[config.mk]
export PLATFORM = sky130hd
export DESIGN_NAME = regfile_writeback
export DESIGN_NICKNAME = d
export VERILOG_FILES = /design/src/rtl/regfile_wb_pkg.sv /design/src/rtl/wb_queue.sv /design/src/rtl/regfile_writeback.sv
export SDC_FILE = /design/constraint.sdc
export NUM_CORES = 1
export LEC_CHECK = 0
export ABC_AREA = 1
export CORE_ASPECT_RATIO = 0.5
export CORE_UTILIZATION = 35
export CTS_CLUSTER_DIAMETER = 50
export CTS_CLUSTER_SIZE = 25
export DETAILED_ROUTE_END_ITERATION = 12
export PLACE_DENSITY = 0.69
export SYNTH_ARGS = -nofsm -noshare
export SYNTH_HDL_FRONTEND = slang
export SYNTH_SLANG_ARGS = --single-unit
[constraint.sdc]
create_clock -name clk -period 7.6 [get_ports clk]
set_input_delay 1.52 -clock clk [delete_from_list [all_inputs] [get_ports clk]]
set_output_delay 1.52 -clock clk [all_outputs]
set_load 0.01 [all_outputs]
[src/rtl/regfile_wb_pkg.sv]
`default_nettype none
// ============================================================================
// Module   : regfile_wb_pkg
// Purpose  : Shared widths, defaults and entry type for the write-back queue.
// Revision : 1.0  initial release
// ============================================================================
package regfile_wb_pkg;

    localparam int REG_ADDR_W    = 5;
    localparam int XLEN_DEFAULT  = 32;
    localparam int DEPTH_DEFAULT = 4;

    typedef struct packed {
        logic [REG_ADDR_W-1:0]   rd;
        logic [XLEN_DEFAULT-1:0] data;
    } wb_entry_t;

endpackage
`default_nettype wire

[src/rtl/wb_queue.sv]
`default_nettype none
// ============================================================================
// Module   : wb_queue
// Purpose  : In-order {rd, data} FIFO with occupancy count; with
//            REGFILE_WB_BYPASS_EN it also exposes all entries in age order.
// Revision : 1.0  initial release
// ============================================================================
module wb_queue
    import regfile_wb_pkg::*;
#(
    parameter int DEPTH = DEPTH_DEFAULT,
    parameter int XLEN  = XLEN_DEFAULT
) (
    input  logic                    clk,
    input  logic                    rst,
    input  logic                    i_push,
    input  logic [REG_ADDR_W-1:0]   i_push_rd,
    input  logic [XLEN-1:0]         i_push_data,
    input  logic                    i_pop,
    output logic [REG_ADDR_W-1:0]   o_head_rd,
    output logic [XLEN-1:0]         o_head_data,
    output logic [$clog2(DEPTH):0]  o_count,
    output logic                    o_empty,
    output logic                    o_full
`ifdef REGFILE_WB_BYPASS_EN
    ,
    output logic [DEPTH-1:0]        o_age_valid,
    output logic [REG_ADDR_W-1:0]   o_age_rd   [DEPTH],
    output logic [XLEN-1:0]         o_age_data [DEPTH]
`endif
);

    localparam int c_PTR_W = $clog2(DEPTH);
    localparam int c_CNT_W = c_PTR_W + 1;

    logic [REG_ADDR_W-1:0] r_mem_rd   [DEPTH];
    logic [XLEN-1:0]       r_mem_data [DEPTH];
    logic [c_PTR_W-1:0]    r_wr_ptr;
    logic [c_PTR_W-1:0]    r_rd_ptr;
    logic [c_CNT_W-1:0]    r_count;
    logic                  w_push;
    logic                  w_pop;

    assign o_empty = (r_count == '0);
    assign o_full  = (r_count == c_CNT_W'(DEPTH));
    assign o_count = r_count;
    assign w_push  = i_push && !o_full;
    assign w_pop   = i_pop && !o_empty;

    always_ff @(posedge clk) begin
        if (w_push) begin
            r_mem_rd[r_wr_ptr]   <= i_push_rd;
            r_mem_data[r_wr_ptr] <= i_push_data;
        end
    end

    // DEPTH is a power of two, so pointer overflow is the modulo wrap.
    always_ff @(posedge clk) begin
        if (!rst) begin
            r_wr_ptr <= '0;
            r_rd_ptr <= '0;
            r_count  <= '0;
        end else begin
            if (w_push) r_wr_ptr <= r_wr_ptr + c_PTR_W'(1);
            if (w_pop)  r_rd_ptr <= r_rd_ptr + c_PTR_W'(1);
            case ({w_push, w_pop})
                2'b10:   r_count <= r_count + c_CNT_W'(1);
                2'b01:   r_count <= r_count - c_CNT_W'(1);
                default: r_count <= r_count;
            endcase
        end
    end

    assign o_head_rd   = o_empty ? '0 : r_mem_rd[r_rd_ptr];
    assign o_head_data = o_empty ? '0 : r_mem_data[r_rd_ptr];

`ifdef REGFILE_WB_BYPASS_EN
    // Index 0 is the oldest entry; higher indices are younger.
    for (genvar gi = 0; gi < DEPTH; gi++) begin : g_age
        localparam logic [c_PTR_W-1:0] c_OFF = c_PTR_W'(gi);
        logic [c_PTR_W-1:0] w_idx;
        assign w_idx           = r_rd_ptr + c_OFF;
        assign o_age_valid[gi] = (r_count > c_CNT_W'(gi));
        assign o_age_rd[gi]    = r_mem_rd[w_idx];
        assign o_age_data[gi]  = r_mem_data[w_idx];
    end
`endif

endmodule
`default_nettype wire

[src/rtl/regfile_writeback.sv]
`default_nettype none
// ============================================================================
// Module   : regfile_writeback
// Purpose  : Queued register-file write port with x0 filtering; macro
//            REGFILE_WB_BYPASS_EN adds read-data bypass from queued writes.
// Revision : 1.0  initial release
// ============================================================================
module regfile_writeback
    import regfile_wb_pkg::*;
#(
    parameter int DEPTH = DEPTH_DEFAULT,
    parameter int XLEN  = XLEN_DEFAULT
) (
    input  logic                    clk,
    input  logic                    rst,
    input  logic                    in_valid,
    input  logic [REG_ADDR_W-1:0]   in_rd,
    input  logic [XLEN-1:0]         in_data,
    output logic                    in_ready,
    input  logic                    wb_stall,
    output logic                    WriteEnable3,
    output logic [REG_ADDR_W-1:0]   Address3,
    output logic [XLEN-1:0]         WD3,
    input  logic [REG_ADDR_W-1:0]   Address1,
    input  logic [REG_ADDR_W-1:0]   Address2,
    input  logic [XLEN-1:0]         RD1_rf,
    input  logic [XLEN-1:0]         RD2_rf,
    output logic [XLEN-1:0]         RD1,
    output logic [XLEN-1:0]         RD2,
    output logic [$clog2(DEPTH):0]  pending,
    output logic                    empty,
    output logic                    full
);

    logic w_push;

`ifdef REGFILE_WB_BYPASS_EN
    logic [DEPTH-1:0]      w_age_valid;
    logic [REG_ADDR_W-1:0] w_age_rd   [DEPTH];
    logic [XLEN-1:0]       w_age_data [DEPTH];
`endif

    // Writes to x0 are acknowledged but never occupy a queue slot.
    assign in_ready     = !full;
    assign w_push       = in_valid && in_ready && (in_rd != '0);
    assign WriteEnable3 = !empty && !wb_stall;

    wb_queue #(
        .DEPTH (DEPTH),
        .XLEN  (XLEN)
    ) u_queue (
        .clk         (clk),
        .rst         (rst),
        .i_push      (w_push),
        .i_push_rd   (in_rd),
        .i_push_data (in_data),
        .i_pop       (WriteEnable3),
        .o_head_rd   (Address3),
        .o_head_data (WD3),
        .o_count     (pending),
        .o_empty     (empty),
        .o_full      (full)
`ifdef REGFILE_WB_BYPASS_EN
        ,
        .o_age_valid (w_age_valid),
        .o_age_rd    (w_age_rd),
        .o_age_data  (w_age_data)
`endif
    );

`ifdef REGFILE_WB_BYPASS_EN
    // Scan oldest to youngest so the youngest matching entry wins.
    always_comb begin
        RD1 = RD1_rf;
        RD2 = RD2_rf;
        for (int i = 0; i < DEPTH; i++) begin
            if (w_age_valid[i] && (w_age_rd[i] == Address1)) RD1 = w_age_data[i];
            if (w_age_valid[i] && (w_age_rd[i] == Address2)) RD2 = w_age_data[i];
        end
        if (Address1 == '0) RD1 = '0;
        if (Address2 == '0) RD2 = '0;
    end
`else
    logic w_unused_addr;
    assign w_unused_addr = ^{Address1, Address2};
    assign RD1 = RD1_rf;
    assign RD2 = RD2_rf;
`endif

endmodule
`default_nettype wire

# ---- After elaboration in Yosys (flattened, before gate mapping)
# Memories as Yosys holds them, arrays and structs flattened. A register that Yosys moved wholly into a read port is not among the register bits.
# Cells that the tools add are included.
dict set report totals {
  regBits 7
  mem_bits_rw 148
  in_bits 115
  out_inout_bits 108
  word_cells 32
  mem_count 2
}
# name depth word_bits rd rd_clocked_by_memory_dff write_ports line
set memory_table {}
lappend memory_table {u_queue.r_mem_data 4 32 1 1 1 wb_queue.sv:37} ;# logic [XLEN-1:0] r_mem_data [DEPTH];
lappend memory_table {u_queue.r_mem_rd 4 5 1 1 1 wb_queue.sv:36} ;# logic [REG_ADDR_W-1:0] r_mem_rd [DEPTH];
dict set report op_classes {
  add_sub_neg 4
  eq_ne 3
  mux 9
  reduce_logical 11
}
# cell count
set ops {}
lappend ops {{$mux 32} 1}
lappend ops {{$mux 2} 4}
lappend ops {{$pmux 3 s2} 1}
lappend ops {{$logic_and 1x1->1} 5}
lappend ops {{$mux 5} 1}
lappend ops {{$reduce_bool 5->1} 1}
lappend ops {{$add 2x1->2 const B} 2}
lappend ops {{$add 3x1->3 const B} 1}
lappend ops {{$eq 3x3->1 const B} 1}
lappend ops {{$logic_not 1->1} 3}
lappend ops {{$logic_not 3->1} 1}
lappend ops {{$sub 3x1->3 const B} 1}
lappend ops {{$eq 2x1->1 const B} 1}
lappend ops {{$eq 2x2->1 const B} 1}
lappend ops {{$mux 1} 2}
lappend ops {{$reduce_bool 2->1} 1}

# ---- Depth between registers and ports, before layout
dict set report logic_depth {
  depth_word 7
  ltp_mapped 13
  mapped_depth_nobuf 13
}

# ---- Hierarchy
# Synthesis repeated with hierarchy kept, for this count alone.
dict set report hier_totals {
  hier_cells 580
  area_unflattened_um2 6742.7
}
# mod n_inst cells_per_inst area_per_inst_um2 seq_area_each_um2
set modules_own_cells {}
lappend modules_own_cells {wb_queue 1 506 6218.5 4624.4}
lappend modules_own_cells {regfile_writeback 1 74 524.3 0.0}

# ---- Worst setup path before layout
# OpenSTA, ideal clock, no wires.
dict set report synth_path {
  path_type {input-to-reg}
  startpoint {input in_rd[3]}
  endpoint {memory u_queue.r_mem_data[0][0] (netlist name), enable pin}
  setup_time_ps 431
  t_arrival_ps 3451
  t_required_ps 7169
  setup_slack_ps 3717
  cell_stages 6
  n_path_buf 0
  cell_sequence {nor2_1 > nand2_1 > nor2_1 > nor2_1 > inv_1 > nor2_1}
}
dict set report synth_via {
  elab_chain_cells 5
}
# item line
set synth_rtl {}
lappend synth_rtl {{start, declared} regfile_writeback.sv:17} ;# input logic [REG_ADDR_W-1:0] in_rd,
lappend synth_rtl {{$reduce_bool 5->1} regfile_writeback.sv:45} ;# assign w_push = in_valid && in_ready && (in_rd != '0);
lappend synth_rtl {{$logic_and 1x1->1} regfile_writeback.sv:45}
lappend synth_rtl {{$logic_and 1x1->1} wb_queue.sv:47} ;# assign w_push = i_push && !o_full;
lappend synth_rtl {{$mux 1} wb_queue.sv:51} ;# if (w_push) begin
lappend synth_rtl {{$mux 1 (implied by the code)} wb_queue.sv:53} ;# r_mem_data[r_wr_ptr] <= i_push_data;
lappend synth_rtl {{end, declared} wb_queue.sv:37}
# Every way passes these cells.

==> impl_metrics.py <==
metrics = {
    "cts": {
        "ctsHoldBuffers": 0,
        "insertion_delay_ns": 0.41,
        "clk_path_buf_depth": 2,
        "cts_buffers": 17,
        "clkSinkCount": 157,
        "cts_tree": "yes",
        "cts.clk_slew.worst_paths_ns": 0.06,
        "htree_levels": 4,
        "cts_root_buffer": "clkbuf_16",
        "post_cts_buffers": 0,
        "cts_resized": 0,
    },
    "sta": {
        "skew_ns": 0.00774,
        "rsz0062_at_grt": "false",
        "timing.fmax_mhz": 215,
        "fin_crit_ns": 4.65,
        "period_share_pct": 61.2,
        "slew_headroom_pct": 45.2,
        "worst_slack_ns": 2.95,
        "worstMarginPinSlew_ns": 0.823,
        "slew_violations": 0,
        "fin_tns_setup_ns": 0,
        "setup_viol": 0,
        "hold_viol": 0,
    },
    "floorplan": {
        "fp.dieW_um": 198,
        "core_area_um2": 18600,
        "start_util_pct": 36.1,
        "die_area_um2": 19800,
        "fp-row-count": 35,
        "io_pins": 223,
        "die_h_um": 100,
    },
    "route": {
        "vias": 4061,
        "routedWlPerCell_um": 16.5,
        "post_drt_via_cell_ratio": 4.67,
        "drt-total-wl_um": 14300,
        "remaining_drc_errors": 0,
        "dr.pass1.iters": 4,
        "antenna_left": 0,
        "drtIter0Drc": 260,
    },
    "synth": {
        "synthDistinctLibCells": 20,
        "synth-edff-count": 148,
        "ys_top_cells_by_count": "nor2_1, edfxtp_1, buf_4",
        "yosys_warnings": 0,
        "synth_cells": 579,
        "syn_area_um2": 6720,
        "async_reset_ff_share_pct": 0,
        "ys.flop_type": "edfxtp_1",
        "synth_top_area_cell": "edfxtp_1",
        "yosysSeqAreaShare_pct": 68.8,
        "synth-seq-cells": 157,
        "yosysMostFrequentCell": "nor2_1",
        "ys_top_cells_by_area": "edfxtp_1, nor2_1, buf_4",
        "avgSynthCellArea_um2": 11.6,
        "synth_top_area_share_pct": 66.2,
        "synth_nets": 700,
    },
    "critical_path": {
        "r2r_cells": 13,
        "r2r-start": "u_queue.o_count[0]$_SDFFE_PN0P_",
        "rrSetupSlack_ns": 5.19,
        "criticalPathCategory": "flop to output pin",
        "crit_path_end": "WD3[15]",
        "r2r_end": "u_queue.o_count[2]$_SDFFE_PN0P_",
        "crit_path_start_kind": "flop",
        "crit_fanout": 75,
        "end_kind": "output pin",
        "worstPathArrival_ns": 3.13,
        "cp.required_ns": 6.08,
    },
    "global_route": {
        "grt_overflow_total": 0,
        "grt_usage_pct": 14.3,
        "grt_pass1_wl_um": 21200,
        "antenna_found_initial": 1,
        "grt_max_degree": 76,
        "grt_pass1_vias": 3918,
    },
    "flow_run": {
        "drv_cap": 0,
    },
    "placement": {
        "place_ws_ns": 3.32,
        "dpl_cell_area_um2": 7340,
        "gp_congestion": 0.717,
        "io_buffers": 84,
        "dpl.hpwl_um": 8490,
    },
    "power": {
        "power_density_nw_per_um2": 359,
        "power.leakage_nw": 2.72,
        "peakVddDrop_v": 0.000185,
    },
    "layout": {
        "n_antenna_cell": 0,
        "nets": 720,
        "area.growth.synth_to_final_pct": 18.6,
        "stdcell_area_um2": 7960,
        "drive_above_1_share_pct": 7.36,
    },
    "worst_hold_path": {
        "hold_class": "flop to flop",
    },
    "run_status": {
        "status": "finished, final reports clean",
    },
}
[where the power goes]
| group | switching [mW] | internal, mW | total, mW |
|---|---|---|---|
| logic | 0.520 | 0.395 | 0.915 |
| registers | 0.0259 | 1.04 | 1.06 |
| clock network | 0.331 | 0.548 | 0.879 |
[state kept, by name, indices dropped and copies added (netlist names), named ones only]
register / count
u_queue.o_count: 3
u_queue.r_mem_data: 128
u_queue.r_mem_rd: 20
u_queue.r_rd_ptr: 2
u_queue.r_wr_ptr: 2
[area by class of cell]
cell class,count,area [um^2]
Tap cell,259,324
Multi-Input combinational cell,309,1410
Fill cell,1648,10600
Clock buffer,17,425
Sequential cell,157,4630
Clock inverter,14,194
Inverter,22,82.6
Timing Repair Buffer,92,901
[per-stage QoR]
stage                     power (mW)  cells  utilization, %  hold WS (ns)
after floorplan                 1.60    579               -         0.482
after global placement          2.00    839            39.5         0.500
after detailed placement        2.01    839            39.5         0.517
after CTS                       2.88    870            42.8         0.525
after global routing            3.00    870            42.8         0.554
final                           2.86    870            42.8         0.524
[how the worst min path moves through the flow]
stage                                      from                               end  slack, ns  depth (start not counted)
6_report       u_queue.r_wr_ptr[1]$_SDFFE_PN0P_  u_queue.r_wr_ptr[1]$_SDFFE_PN0P_       0.52                          2
5_1_grt        u_queue.r_wr_ptr[1]$_SDFFE_PN0P_  u_queue.r_wr_ptr[1]$_SDFFE_PN0P_       0.55                          2
4_1_cts        u_queue.r_wr_ptr[1]$_SDFFE_PN0P_  u_queue.r_wr_ptr[1]$_SDFFE_PN0P_       0.53                          2
3_5_place_dp   u_queue.r_wr_ptr[1]$_SDFFE_PN0P_  u_queue.r_wr_ptr[1]$_SDFFE_PN0P_       0.52                          2
3_3_place_gp   u_queue.r_rd_ptr[1]$_SDFFE_PN0P_  u_queue.r_rd_ptr[1]$_SDFFE_PN0P_       0.50                          2
2_1_floorplan  u_queue.r_rd_ptr[1]$_SDFFE_PN0P_                              flop       0.48                          2
[placed cells by master (no fill, tap or decap), types with 2 or more instances in the layout]
cell / n
edfxtp_1: 148
clkbuf_16: 17
dfxtp_1: 8
ha_1: 5
nand2_1: 14
inv_1: 20
nor2_4: 4
clkinv_4: 4
nand3_1: 3
a21oi_1: 41
buf_4: 8
o21ai_1: 50
inv_2: 2
nor2_1: 162
clkinvlp_4: 3
clkdlybuf4s50_1: 84
bufinv_16: 4
clkinv_1: 2
o21ai_0: 26
[per-layer routing]
metal	share of wire (%)	global-route usage, %	routed length, um
met5	0.091	0	13
met4	1.7	5.07	249
met3	7.3	4.33	1050
met2	52	25.9	7450
met1	39	16.2	5570
[cell families (layout without fill, tap and decap cells)]
kind of cell	after synthesis	after routing	synth area share [%]
AO/OA/AOI/OAI	118	118	8.83
XOR/XNOR	1	1	0.130
adder cells (fa/ha/maj)	6	6	1.23
buffers and inverters	113	145	10.6
flip-flops	157	157	68.8
AND/OR/NAND/NOR	184	184	10.4
[critical path: stages (launching register included)]
cell and delay [ns]:
dfxtp_2 0.31, buf_4 0.62, inv_2 0.48, buf_4 0.40, o21ai_0 0.23, a21oi_1 0.09, clkdlybuf4s50_1 0.53
Note: power is estimated with default switching activity, not from simulation.
